==> config.mk <==
export PLATFORM = sky130hd
export DESIGN_NAME = act_unit_pipe
export DESIGN_NICKNAME = d
export VERILOG_FILES = /design/src/rtl/act_unit_pipe.sv
export SDC_FILE = /design/constraint.sdc
export NUM_CORES = 1
export LEC_CHECK = 0
export CORE_MARGIN = 2
export CORE_UTILIZATION = 52
export CTS_BUF_LIST = sky130_fd_sc_hd__clkbuf_8
export CTS_CLUSTER_DIAMETER = 200
export DETAILED_ROUTE_END_ITERATION = 12
export PLACE_DENSITY = 0.89
export SLEW_MARGIN = 10
export SYNTH_ARGS = -nofsm -noshare
export SYNTH_HDL_FRONTEND = slang
export SYNTH_SLANG_ARGS = --single-unit
export TNS_END_PERCENT = 1
==> constraint.sdc <==
create_clock -name clk -period 2.7 [get_ports clk]
set_input_delay 0.405 -clock clk [delete_from_list [all_inputs] [get_ports clk]]
set_output_delay 0.405 -clock clk [all_outputs]
set_load 0.01 [all_outputs]
==> src/rtl/act_unit_pipe.sv <==
`default_nettype none
// act_unit_pipe: pipelined in-place activation (ReLU / leaky / clip / passthrough) over the CONV buffer.
// Optional macro ACT_NEG_STATS_EN enables the neg_count negative-input counter.
module act_unit_pipe #(
  parameter int DATA_WIDTH  = 16,
  parameter int CHANNELS    = 8,
  parameter int IMG_SIZE    = 28,
  parameter int RD_LATENCY  = 1,
  parameter int LEAKY_SHIFT = 3,
  parameter int CLIP_MAX    = 1536,
  localparam int AW = $clog2(CHANNELS*IMG_SIZE*IMG_SIZE),
  localparam int CW = $clog2(CHANNELS+1)
) (
  input  logic                         clk,
  input  logic                         reset,
  input  logic                         start,
  input  logic [1:0]                   mode,
  input  logic [CW-1:0]                active_ch,
  output logic [AW-1:0]                conv_r_addr,
  output logic                         conv_r_en,
  input  logic signed [DATA_WIDTH-1:0] conv_r_q,
  output logic [AW-1:0]                conv_w_addr,
  output logic                         conv_w_en,
  output logic                         conv_w_we,
  output logic signed [DATA_WIDTH-1:0] conv_w_d,
  output logic                         busy,
  output logic                         done,
  output logic [AW:0]                  neg_count
);

  localparam int PIX = IMG_SIZE * IMG_SIZE;
  localparam logic signed [DATA_WIDTH-1:0] CLIP_VAL = DATA_WIDTH'(CLIP_MAX);
  localparam logic [1:0] MODE_RELU  = 2'd0;
  localparam logic [1:0] MODE_LEAKY = 2'd1;
  localparam logic [1:0] MODE_CLIP  = 2'd2;

  typedef enum logic [1:0] {IDLE, RUN, DRAIN, FINISH} state_t;

  state_t                 state;
  logic [1:0]             mode_q;
  logic [AW-1:0]          last_addr;
  logic [CW-1:0]          n_ch;
  logic [AW-1:0]          last_calc;
  logic [RD_LATENCY-1:0]  vld;
  logic [AW-1:0]          vaddr [RD_LATENCY];
  logic signed [DATA_WIDTH-1:0] x;
  logic signed [DATA_WIDTH-1:0] act;
  logic                   x_neg;
  logic                   emerge;

  // Zero or out-of-range channel counts fall back to the full buffer.
  always_comb begin
    n_ch = active_ch;
    if (active_ch == '0 || int'(active_ch) > CHANNELS)
      n_ch = CW'(CHANNELS);
    last_calc = AW'(int'(n_ch) * PIX - 1);
  end

  assign x      = conv_r_q;
  assign x_neg  = x[DATA_WIDTH-1];
  assign emerge = vld[RD_LATENCY-1];

  always_comb begin
    act = x;
    case (mode_q)
      MODE_RELU:  if (x_neg) act = '0;
      MODE_LEAKY: if (x_neg) act = x >>> LEAKY_SHIFT;
      MODE_CLIP: begin
        if (x_neg)             act = '0;
        else if (x > CLIP_VAL) act = CLIP_VAL;
      end
      default: ;
    endcase
  end

  always_ff @(posedge clk) begin
    if (reset) begin
      state       <= IDLE;
      conv_r_en   <= 1'b0;
      conv_r_addr <= '0;
      busy        <= 1'b0;
      done        <= 1'b0;
      mode_q      <= '0;
      last_addr   <= '0;
    end else begin
      done <= 1'b0;
      case (state)
        IDLE: if (start) begin
          mode_q      <= mode;
          last_addr   <= last_calc;
          conv_r_addr <= '0;
          conv_r_en   <= 1'b1;
          busy        <= 1'b1;
          state       <= RUN;
        end
        RUN: begin
          if (conv_r_addr == last_addr) begin
            conv_r_en <= 1'b0;
            state     <= DRAIN;
          end else begin
            conv_r_addr <= conv_r_addr + 1'b1;
          end
        end
        // Once no read is in flight, the final write is on the port this cycle.
        DRAIN: if (vld == '0) begin
          busy  <= 1'b0;
          done  <= 1'b1;
          state <= FINISH;
        end
        FINISH:  state <= IDLE;
        default: state <= IDLE;
      endcase
    end
  end

  always_ff @(posedge clk) begin
    if (reset) begin
      vld         <= '0;
      conv_w_en   <= 1'b0;
      conv_w_we   <= 1'b0;
      conv_w_addr <= '0;
      conv_w_d    <= '0;
      for (int i = 0; i < RD_LATENCY; i++) vaddr[i] <= '0;
    end else begin
      vld[0]   <= conv_r_en;
      vaddr[0] <= conv_r_addr;
      for (int i = 1; i < RD_LATENCY; i++) begin
        vld[i]   <= vld[i-1];
        vaddr[i] <= vaddr[i-1];
      end
      conv_w_en <= emerge;
      conv_w_we <= emerge;
      if (emerge) begin
        conv_w_addr <= vaddr[RD_LATENCY-1];
        conv_w_d    <= act;
      end
    end
  end

`ifdef ACT_NEG_STATS_EN
  always_ff @(posedge clk) begin
    if (reset)
      neg_count <= '0;
    else if (state == IDLE && start)
      neg_count <= '0;
    else if (emerge && x_neg)
      neg_count <= neg_count + (AW+1)'(1);
  end
`else
  assign neg_count = '0;
`endif

endmodule
`default_nettype wire
==> flow_metrics.env <==
export IMPL_die_width_um=87.6
export IMPL_synth_most_common_cell="dfxtp_1"
export IMPL_cp_cell_sequence="clkdlybuf4s50_1, nor3_1, nor2_1, ha_1, ha_1, ha_1, nor3_1, xnor2_1, a211oi_1"
export IMPL_p_switching_mw=1.02
export IMPL_seq_power_share=0.413
export IMPL_cp_max_fo=4
export IMPL_cts_made_buffers=9
export IMPL_synthToLayoutAreaGrowth_pct=25.9
export IMPL_tightest_slew_ps=512
export IMPL_maxCapViolations=0
export IMPL_htree_levels=3
export IMPL_drive_above_1_share=0.0615
export IMPL_grt_max_degree=43
export IMPL_post_cts_buffers=0
export IMPL_power_density_mw_per_mm2=703
export IMPL_cp_arrival_ps=2620
export IMPL_ys_warn_count=0
export IMPL_hold_viol_final=0
export IMPL_vias_per_cell=5.59
export IMPL_synth_cell_area_mm2=0.00363
export IMPL_core_area_mm2=0.00679
export IMPL_critPathSlowestCell="clkdlybuf4s50_1"
export IMPL_synth_edf_count=0
export IMPL_end_kind="flop"
export IMPL_start_util=0.535
export IMPL_synth_top_cell_by_area="dfxtp_1"
export IMPL_synth_seq_cells=74
export IMPL_dp_cells=569
export IMPL_fmax_ghz=0.424
export IMPL_finalCriticalPeriod_ps=2360
export IMPL_slew_violations=0
export IMPL_clk_path_buf_depth=2
export IMPL_finalNonFillerCells=584
export IMPL_crit_start="active_ch[0]"
export IMPL_antenna_cells=0
export IMPL_min_from="reset"
export IMPL_setup_worst_path_class="in2reg"
export IMPL_rsz0062_at_grt="no"
export IMPL_synth_area_per_cell_um2=8.71
export IMPL_yosysTopAreaCellShare=0.408
export IMPL_relSlewSlack=0.658
export IMPL_cp_data_required_time_ps=2970
export IMPL_leakage_nw=1.74
export IMPL_antenna_left=0
export IMPL_wl_per_cell_um=14.6
export IMPL_synth_distinct_cells=55
export IMPL_cts_sinks=74
export IMPL_routed_wl_um=8520
export IMPL_grt_pass1_wl_um=13600
export IMPL_ir_drop_mv=0.270
export IMPL_fin_crit_sh=0.873
export IMPL_setup_violations=0
export IMPL_hold_depth=2
export IMPL_drtIter0Drc=238
export IMPL_drc=0
export IMPL_antenna_found_initial=0
export IMPL_netlist_instances=417
export IMPL_r2r_start="state[1]"
export IMPL_clkPwrFrac=0.301
export IMPL_p_int_mw=2.20
export IMPL_root_buffer="clkbuf_8"
export IMPL_cts_hold_buf=0
export IMPL_cpPeakStageDelay_ps=450
export IMPL_track_usage=0.225
export IMPL_p_comb_frac=0.286
export IMPL_die_y_um=87.6
export IMPL_grt_pass1_vias=2948
export IMPL_place_hpwl_um=6020
export IMPL_dieArea_mm2=0.00767
export IMPL_hold_path_class="in2reg"
export IMPL_clkSlewWorstSetupHoldPaths_ps=80
export IMPL_async_flop_share=0
export IMPL_synthFlopType="dfxtp_1"
export IMPL_r2r_cells=7
export IMPL_clk_latency_ps=340
export IMPL_final_util=0.673
export IMPL_gp_congestion=0.880
export IMPL_synthTopCellsByArea="dfxtp_1 (41%), mux2i_1 (5.5%), ha_1 (5.2%)"
export IMPL_start_kind="primary input"
export IMPL_status="completed"
export IMPL_drt_first_pass_iters=5
export IMPL_ios=86
export IMPL_finClkSkew_ps=4.58
export IMPL_overflow=0
export IMPL_yosysSeqAreaShare=0.408
export IMPL_post_cts_resized=0
export IMPL_synthTopCellsByCount="dfxtp_1 (74), nor2_1 (49), nand2_1 (31)"
export IMPL_nets=524
export IMPL_portBuffers=71
export IMPL_tritoncts="done"
export IMPL_num_rows=30
export IMPL_cpMostUsedCell="ha_1"
export IMPL_swShare=0.316
export IMPL_vias=3265
-- cells by family (layout without fill, tap and decap cells) --
| logic type | Yosys count | count (layout) | synth area share |
|---|---|---|---|
| AO/OA/AOI/OAI | 90 | 90 | 0.161 |
| XOR/XNOR | 17 | 17 | 0.0410 |
| adder cells (fa/ha/maj) | 15 | 15 | 0.0517 |
| buffers and inverters | 49 | 107 | 0.0730 |
| flip-flops | 74 | 74 | 0.408 |
| multiplexers | 21 | 21 | 0.0582 |
| other | 1 | 14 | 0.00103 |
| AND/OR/NAND/NOR | 150 | 150 | 0.207 |
-- layer usage --
layer / part of all wire / wire length [um] / global-route usage
met1: 0.42 / 3560 / 0.268
met2: 0.49 / 4180 / 0.380
met3: 0.061 / 516 / 0.0349
met4: 0.031 / 261 / 0.136
met5: 0 / 0 / 0
-- power by group through the flow --
stage	sequential, mW	combinational (mW)	clock [mW]
finish	1.33	0.919	0.966
global placement	1.35	0.877	0
detailed placement	1.35	0.908	0
CTS	1.33	0.914	0.976
floorplan	1.34	0.635	0
global route	1.35	1.01	1.02
-- layout make-up --
class / count / area, um^2
Multi-Input combinational cell: 307 / 1930
Clock inverter: 4 / 75.1
Clock buffer: 11 / 151
Sequential cell: 74 / 1480
Inverter: 14 / 52.6
Fill cell: 540 / 2220
Tap cell: 96 / 120
Timing Repair Buffer: 78 / 758
-- flip-flops by register name, summed over array words and instances (netlist names) --
name / cells
busy: 1
conv_r_addr: 13
conv_r_en: 1
conv_w_addr: 13
conv_w_d: 16
conv_w_we: 1
done: 1
emerge: 1
last_addr: 10
mode_q: 2
state: 2
vaddr: 13
-- final timing paths --
check	endpoint	slack (ps)
setup / recovery	last_addr[12]	340
hold / removal	conv_w_d[9]	430
setup reg to reg	conv_r_addr[9]	560
hold reg to reg	conv_w_addr[1]	470
-- worst max-delay path, delay by kind of cell --
family / cells / cell delay, ps
adders and majority gates: 3 / 950
and+or+nand+nor: 3 / 520
buffers and inverters: 1 / 450
AOI/OAI and AO/OA: 1 / 210
xor gates and xnor gates: 1 / 90
-- cell usage in the layout, fill, tap and decap left out, types with 3 or more instances in the layout --
| cell | instances |
|---|---|
| a211oi_1 | 8 |
| a21oi_1 | 26 |
| a22o_1 | 4 |
| a311oi_1 | 6 |
| and3_1 | 3 |
| buf_4 | 7 |
| clkbuf_8 | 11 |
| clkdlybuf4s50_1 | 70 |
| conb_1 | 14 |
| dfxtp_1 | 74 |
| ha_1 | 15 |
| inv_1 | 14 |
| mux2i_1 | 20 |
| nand2_1 | 31 |
| nand2b_1 | 4 |
| nand3_1 | 8 |
| nor2_1 | 49 |
| nor2b_1 | 18 |
| nor3_1 | 7 |
| nor4_1 | 5 |
| o211ai_1 | 3 |
| o21ai_0 | 21 |
| o31ai_1 | 5 |
| or3_1 | 4 |
| or4_1 | 7 |
| xnor2_1 | 5 |
| xor2_1 | 12 |
-- per-stage QoR --
stage / hold slack (ps) / power (mW) / cell area [um^2] / setup TNS (ps) / setup slack (ps)
after floorplan: 440 / 1.98 / 3680 / 0 / 563
after global placement: 446 / 2.22 / 4350 / 0 / 92.5
after detailed placement: 457 / 2.26 / 4350 / -18.8 / -18.8
after CTS: 418 / 3.22 / 4570 / 0 / 345
after global routing: 435 / 3.37 / 4570 / 0 / 135
final: 430 / 3.21 / 4570 / 0 / 343
(Power assumes the default switching activity.)
